### config.mk
export PLATFORM = sky130hd
export DESIGN_NAME = connect_four_drop_unit
export DESIGN_NICKNAME = d
export VERILOG_FILES = /design/src/rtl/connect_four_drop_unit.sv
export SDC_FILE = /design/constraint.sdc
export NUM_CORES = 1
export LEC_CHECK = 0
export BUFFER_PORTS_ARGS = -buffer_cell sky130_fd_sc_hd__buf_4
export CAP_MARGIN = 20
export CELL_PAD_IN_SITES_DETAIL_PLACEMENT = 1
export CELL_PAD_IN_SITES_GLOBAL_PLACEMENT = 1
export CORE_ASPECT_RATIO = 0.7
export CORE_MARGIN = 3
export CORE_UTILIZATION = 35
export DETAILED_ROUTE_END_ITERATION = 8
export PLACE_DENSITY = 0.73
export REMOVE_ABC_BUFFERS = 1
export SETUP_SLACK_MARGIN = 0.05
export SYNTH_ARGS = -nofsm -noshare
export SYNTH_HDL_FRONTEND = slang
export SYNTH_SLANG_ARGS = --single-unit
### constraint.sdc
create_clock -name clk -period 2.55 [get_ports clk]
set_input_delay 0.255 -clock clk [delete_from_list [all_inputs] [get_ports clk]]
set_output_delay 0.255 -clock clk [all_outputs]
set_load 0.005 [all_outputs]
### src/rtl/connect_four_drop_unit.sv
`default_nettype none
// ============================================================================
//  Module   : connect_four_drop_unit
//  Purpose  : Owns the Connect-Four board and drops one piece per accepted
//             move, one row per step from the top. It writes the landing cell
//             and reports the result with a one-cycle drop_done pulse.
//             Optional falling-piece animation is enabled by the macro
//             DROP_ANIM_EN. Each row is then held ANIM_HOLD cycles.
//  Revision : 1.0  initial release
// ============================================================================
module connect_four_drop_unit #(
  parameter int ROWS      = 6,
  parameter int COLS      = 8,
  parameter int ANIM_HOLD = 4,
  localparam int CW       = $clog2(COLS)
) (
  input  logic                             clk,
  input  logic                             reset_n,
  input  logic                             clear,
  input  logic                             req_valid,
  output logic                             req_ready,
  input  logic [CW-1:0]                    req_col,
  input  logic [1:0]                       req_player,
  output logic                             drop_done,
  output logic                             drop_ok,
  output logic [2:0]                       drop_row,
  output logic [ROWS-1:0][COLS-1:0][1:0]   board,
  output logic                             board_full,
  output logic                             anim_valid,
  output logic [2:0]                       anim_row,
  output logic [CW-1:0]                    anim_col
);

  localparam logic [1:0] c_EMPTY = 2'b00;

  typedef enum logic [2:0] {
    S_IDLE  = 3'd0,
    S_CHECK = 3'd1,
    S_FALL  = 3'd2,
    S_WRITE = 3'd3,
    S_RESP  = 3'd4
  } state_t;

  state_t        r_state;
  logic [CW-1:0] r_col;
  logic [1:0]    r_player;
  logic [2:0]    r_ptr;

  logic          w_col_ok;
  logic          w_player_ok;
  logic          w_top_empty;
  logic          w_below_empty;
  logic          w_step;

  // A zero hold time would make the fall take no cycles at all.
  if (ANIM_HOLD < 1) begin : g_hold_check
    $error("ANIM_HOLD must be at least 1");
  end

`ifdef DROP_ANIM_EN
  localparam int            HW            = (ANIM_HOLD > 1) ? $clog2(ANIM_HOLD) : 1;
  localparam logic [HW-1:0] c_HOLD_RELOAD = HW'(ANIM_HOLD - 1);
  logic [HW-1:0] r_hold;

  // The fall advances only once the current row has been shown long enough.
  assign w_step = (r_hold == '0);
`else
  assign w_step     = 1'b1;
  assign anim_valid = 1'b0;
  assign anim_row   = '0;
  assign anim_col   = '0;
`endif

  assign req_ready   = (r_state == S_IDLE) && !clear;
  assign w_col_ok    = (int'(r_col) < COLS);
  assign w_player_ok = (r_player == 2'b01) || (r_player == 2'b10);
  assign w_top_empty = w_col_ok && (board[0][r_col] == c_EMPTY);

  // The cell directly under the falling piece, treating the bottom row as a floor.
  always_comb begin
    w_below_empty = 1'b0;
    for (int r = 0; r < ROWS - 1; r++) begin
      if (r_ptr == 3'(r)) begin
        w_below_empty = (board[r+1][r_col] == c_EMPTY);
      end
    end
  end

  // The board counts as full once every column's top cell holds a piece.
  always_comb begin
    board_full = 1'b1;
    for (int c = 0; c < COLS; c++) begin
      if (board[0][c] == c_EMPTY) begin
        board_full = 1'b0;
      end
    end
  end

  // Move sequencer and board storage; clear overrides any move in flight.
  always_ff @(posedge clk or negedge reset_n) begin
    if (!reset_n) begin
      r_state    <= S_IDLE;
      board      <= '0;
      r_col      <= '0;
      r_player   <= '0;
      r_ptr      <= '0;
      drop_done  <= 1'b0;
      drop_ok    <= 1'b0;
      drop_row   <= '0;
`ifdef DROP_ANIM_EN
      r_hold     <= '0;
      anim_valid <= 1'b0;
      anim_row   <= '0;
      anim_col   <= '0;
`endif
    end else if (clear) begin
      r_state    <= S_IDLE;
      board      <= '0;
      r_ptr      <= '0;
      drop_done  <= 1'b0;
      drop_ok    <= 1'b0;
      drop_row   <= '0;
`ifdef DROP_ANIM_EN
      r_hold     <= '0;
      anim_valid <= 1'b0;
      anim_row   <= '0;
      anim_col   <= '0;
`endif
    end else begin
      drop_done <= 1'b0;
      unique case (r_state)
        S_IDLE: begin
          if (req_valid && req_ready) begin
            r_col    <= req_col;
            r_player <= req_player;
            r_state  <= S_CHECK;
          end
        end

        S_CHECK: begin
          if (!w_player_ok || !w_top_empty) begin
            drop_ok   <= 1'b0;
            drop_done <= 1'b1;
            r_state   <= S_RESP;
          end else begin
            r_ptr   <= '0;
            r_state <= S_FALL;
`ifdef DROP_ANIM_EN
            r_hold     <= c_HOLD_RELOAD;
            anim_valid <= 1'b1;
            anim_row   <= '0;
            anim_col   <= r_col;
`endif
          end
        end

        S_FALL: begin
          if (!w_step) begin
`ifdef DROP_ANIM_EN
            r_hold <= r_hold - 1'b1;
`endif
          end else if (w_below_empty) begin
            r_ptr <= r_ptr + 3'd1;
`ifdef DROP_ANIM_EN
            r_hold   <= c_HOLD_RELOAD;
            anim_row <= r_ptr + 3'd1;
`endif
          end else begin
            r_state <= S_WRITE;
`ifdef DROP_ANIM_EN
            anim_valid <= 1'b0;
            anim_row   <= '0;
            anim_col   <= '0;
`endif
          end
        end

        S_WRITE: begin
          board[r_ptr][r_col] <= r_player;
          drop_ok             <= 1'b1;
          drop_row            <= r_ptr;
          drop_done           <= 1'b1;
          r_state             <= S_RESP;
        end

        S_RESP: begin
          r_state <= S_IDLE;
        end

        default: begin
          r_state <= S_IDLE;
        end
      endcase
    end
  end

endmodule
`default_nettype wire

**Word-level counts from Yosys, hierarchy flattened**

Cells that the tools add are included.

- Bitwise gates (word level): 1
- Reductions and logical operators: 32
- Divide/modulo/power cells: 0
- Shifts and indexed selects: 0
- Equality and inequality tests: 14
- Multipliers: 0
- Order comparisons: 4
- Muxes and demuxes: 49
- Add/sub/neg operators: 1

Operators by type and width:

| kind | number |
|---|---|
| two-way mux 96 bit | 2 |
| bitwise mux 96 bit | 1 |
| demux 16 bit (select 3 bit) | 1 |
| binary-select mux 2 bit (select 3 bit) | 6 |
| zero test 2 bit | 14 |
| two-way mux 3 bit | 9 |
| two-way mux 1 bit | 17 |
| two-way mux 16 bit | 1 |
| two-way mux 2 bit | 7 |
| == test 3 x 2 -> 1 bit, second input constant | 4 |
| inequality test 3 bit, second input constant | 4 |
| one-hot mux 3 bit (4 select lines) | 1 |
| less-than comparator 3 x 4 -> 1 bit, second input constant | 2 |
| demux 2 bit (select 3 bit) | 1 |
| == test 3 x 1 -> 1 bit, second input constant | 2 |
| >= comparator 3 x 1 -> 1 bit, second input constant | 2 |
| zero test 3 bit | 2 |
| one-hot mux 3 bit (2 select lines) | 1 |
| AND reduction 3 bit | 2 |
| nonzero test 3 bit | 2 |
| logical AND 1 bit | 4 |
| one-hot mux 1 bit (2 select lines) | 2 |
| AND reduction 2 bit | 2 |
| adder 3 x 1 -> 3 bit, second input constant | 1 |
| other kinds (8) | 11 |

- Flip-flop bits (word level): 112
- Bits in latches: 0
- Output and inout bits: 110
- Bits in read-only memories: 0
- Input bits: 9
- Memories: 0
- Logic and storage cells: 156
- RAM bits: 0

**Logic depth before layout (Yosys ltp)**

- Depth in word-level cells: 11
- Mapped depth: 10
- Gate-level depth less buffers: 9

**Worst setup path before layout**

No wires, ideal clock.

- Kind: reg2reg
- Start: register r_ptr[0]
- End: register r_ptr[0]
- Clock period less this slack: 2.465 ns
- Path buffers: 1
- Data required time: 2.425 ns
- Arrival time: 2.339 ns
- Path slack: 0.085 ns
- Stages on the path, launching flop included: 11
- Setup time: 0.125 ns
- Cells stage by stage: dfrtp_1 -> clkbuf_1 -> clkinv_1 -> ha_1 -> nor2_1 -> o311ai_0 -> nor4_1 -> a22oi_1 -> a21oi_1 -> o32a_4 -> mux2_4

- Word-level cells in the longest chain between the ends: 8
- Elaborated cells between the ends (all ways): 16
- Those cells by class: 1 x add/sub; 5 x eq/ne; 8 x mux; 2 x reduce/logical

RTL lines:

| what | RTL line | source |
|---|---|---|
| from (decl) | 47 | `logic [2:0] r_ptr;` |
| from (signal assigned) | 163 | `r_ptr <= r_ptr + 3'd1;` |
| zero test 3 bit | 83 | `if (r_ptr == 3'(r)) begin` |
| two-way mux 1 bit (5 in a row) | 83 |  |
| inequality test 3 bit (no source line) | -- |  |
| AND reduction 3 bit (no source line) | -- |  |

Several ways; a longest one is shown, not always the timed one. The select of a mux whose other input is x is not followed.
A chain may end at the register's enable or synchronous reset.

**Worst setup path in the final report**

- Start: register r_ptr[0]
- End: register r_ptr[2]

The elaborated chain is that of the path after synthesis.

==> results.sh <==
export IMPL_status="finished clean"
export IMPL_n_antenna_cell=0
export IMPL_first_iter_violations=310
export IMPL_ys_types=40
export IMPL_worstPathArrival_ns=2.66
export IMPL_path_clk_slew_ns=0.07
export IMPL_cts_root_buf="clkbuf_16"
export IMPL_synth_top_family_by_area="simple AND/OR/NAND/NOR gates"
export IMPL_muxShareOfSynthArea=0.0427
export IMPL_yosysMostFrequentCell="nand2_1"
export IMPL_fillCellCount=1841
export IMPL_die_w_um=158
export IMPL_p_total_w=0.00406
export IMPL_ys_ff_latch=112
export IMPL_viasPerCell=5.61
export IMPL_crit_type="flip-flop to flip-flop"
export IMPL_tightest_slew_ns=0.790
export IMPL_yosysTopAreaCellShare=0.495
export IMPL_core_area_mm2=0.0156
export IMPL_track_usage=0.231
export IMPL_rows=38
export IMPL_worst_clock_skew_ns=0.00791
export IMPL_ir_drop_v=0.000347
export IMPL_avgSynthCellArea_um2=8.36
export IMPL_cts_setup_buffers=0
export IMPL_clkSinkCount=112
export IMPL_num_nets_final=782
export IMPL_netlist_top_cells_count="nand2_1 (114), dfrtp_1 (112), nor2_1 (91)"
export IMPL_synth_cells=677
export IMPL_period_share=0.947
export IMPL_fp_dieH_um=112
export IMPL_dieArea_mm2=0.0177
export IMPL_drt_total_wl_mm=20.3
export IMPL_finalNonFillerCells=972
export IMPL_drcViolationCount=0
export IMPL_grt_start_max_net_pins=72
export IMPL_synth_top_area_cell="dfrtp_1"
export IMPL_yosys_area_share_simple=0.232
export IMPL_maxCapViolCount=0
export IMPL_worstHoldPathType="primary input to flip-flop"
export IMPL_num_vias=5456
export IMPL_ys_async_sr_fraction=1.00
export IMPL_power_density_mw_per_mm2=583
export IMPL_cp_end_kind="flip-flop"
export IMPL_synth_compound_area_frac=0.162
export IMPL_wire_per_inst_um=20.9
export IMPL_leakagePower_nw=2.99
export IMPL_grt_pass1_vias=5644
export IMPL_cts_tree="done"
export IMPL_drtAntennaViolNets=0
export IMPL_synth_edf_count=0
export IMPL_gp_congestion=0.841
export IMPL_cts_buffer_depth=2
export IMPL_yosysSeqAreaShare=0.495
export IMPL_ys_flop_type="dfrtp_1"
export IMPL_drv_slew=0
export IMPL_start_util=0.362
export IMPL_start_kind="flip-flop"
export IMPL_cp_required_ns=2.79
export IMPL_io_buffers=111
export IMPL_dp_hpwl_mm=14.6
export IMPL_drive_gt1_frac=0.216
export IMPL_antenna_found_initial=0
export IMPL_period_needed_ns=2.41
export IMPL_critical_path_peak_fanout=7
export IMPL_setup_violations=0
export IMPL_slew_headroom=0.473
export IMPL_numCtsBuffers=9
export IMPL_yosys_top_cells_area="dfrtp_1 (50%), a21oi_1 (7.8%), nand2_1 (7.6%), nor2_1 (6.0%), o21ai_0 (4.3%)"
export IMPL_synth_fa_ha_area_frac=0.0111
export IMPL_synthToLayoutAreaGrowth_pct=23.3
export IMPL_clock_latency_ns=0.36
export IMPL_synth_area_mm2=0.00566
export IMPL_grt_overflow_total=0
export IMPL_yosysWarnings=0
export IMPL_grt_pass1_wl_mm=31.9
export IMPL_fmax_ghz=0.414
export IMPL_timing_setup_tns_ns=0
export IMPL_finalHoldViolCount=0
export IMPL_dp_cells=956
export IMPL_first_pass_iters=4
export IMPL_rsz0062_at_grt="no"
export IMPL_synth_xor_area_share=0.00155
export IMPL_cts_htree_levels=3
export IMPL_io_pins=119
==> power by group <==
group / internal (W) / switching [W]
clock: 0.000713 / 0.000683
combinational: 0.000228 / 0.000569
sequential: 0.00181 / 0.0000577
==> routing by layer <==
metal | vias to the layer above | global-route usage | wire [um]
li1 | 2477 | - | -
met1 | 2773 | 0.335 | 9360
met2 | 187 | 0.361 | 9350
met3 | 19 | 0.0509 | 1420
met4 | 0 | 0.0390 | 186
met5 | - | 0 | 0
==> sequential cells by signal, summed over array words and instances, names as in the netlist <==
| signal | count |
|---|---|
| board | 96 |
| r_ptr | 3 |
| r_player | 2 |
| r_col | 3 |
| drop_ok | 1 |
| drop_done | 1 |
| drop_row | 3 |
| r_state | 3 |
==> stage by stage <==
step           hold slack [ns]  worst slack [ns]  area [um^2]   util
3_5_place_dp             0.384            0.0862         6670  0.426
4_1_cts                  0.114            0.0982         6960  0.445
2_1_floorplan          -0.0406             0.159         5390      -
3_3_place_gp             0.364             0.207         6670  0.426
5_1_grt                  0.120            0.0538         6970  0.446
6_report                 0.123             0.136         6970  0.446
==> worst paths after layout <==
path / from / slack [ns] / depth (start not counted) / to
worst min register to register: r_state[2] / 0.54 / 1 / r_state[1]
worst max-delay path: r_ptr[0] / 0.14 / 10 / r_ptr[2]
worst max register to register: r_ptr[0] / 0.14 / 10 / r_ptr[2]
max in group asynchronous: reset_n / 1.31 / 3 / board[71]
min in group asynchronous: reset_n / 0.51 / 2 / board[52]
worst min-delay path: req_player[0] / 0.12 / 2 / r_player[0]
==> cells by family after synthesis <==
group,Yosys count
DFF,112
and+or+nand+nor,302
other,1
xor gates and xnor gates,1
buffers and inverters,68
adders and majority gates,5
muxes,22
AOI/OAI and AO/OA,166
==> cell type report <==
cell class | instances | area [um^2] | share of cell area
Inverter | 6 | 22.5 | 0.00323
Clock buffer | 11 | 253 | 0.0362
Sequential cell | 112 | 2800 | 0.402
Multi-Input combinational cell | 503 | 2580 | 0.370
Clock inverter | 4 | 30.0 | 0.00431
Timing Repair Buffer | 136 | 1040 | 0.149
Tap cell | 200 | 250 | 0.0359
==> worst max-delay path, stage by stage, from the launching register on <==
cell and delay [ns]:
dfrtp_1 0.38, clkinv_1 0.06, buf_4 0.15, ha_1 0.19, nor2b_1 0.19, o311ai_0 0.17
nor4_1 0.32, a22oi_1 0.12, a21oi_2 0.20, o32a_4 0.22, mux2_4 0.30
==> placed cells by master, fill, tap and decap left out, types with 7 or more instances in the layout <==
| cell | netlist | final |
|---|---|---|
| a21oi_1 | 88 | 87 |
| mux2i_1 | 14 | 14 |
| dfrtp_1 | 112 | 111 |
| o21ai_0 | 49 | 49 |
| conb_1 | 1 | 7 |
| nor2_1 | 91 | 91 |
| or3_1 | 8 | 8 |
| a211oi_1 | 10 | 10 |
| nand2_1 | 114 | 114 |
| nor3_1 | 22 | 22 |
| o22ai_1 | 9 | 9 |
| buf_4 | 9 | 134 |
| nand3_1 | 45 | 45 |
| clkbuf_16 | 0 | 9 |
==> timing repair <==
item | 4_1_cts | 5_1_grt
resized for setup | 1 | 3
endpoints found under the setup margin | 3 | 3
gates cloned | 0 | 0
hold buffers | 1 | 0
endpoints found under the hold margin | 11 | 0
No activity file was read; power rests on OpenSTA's default activity.
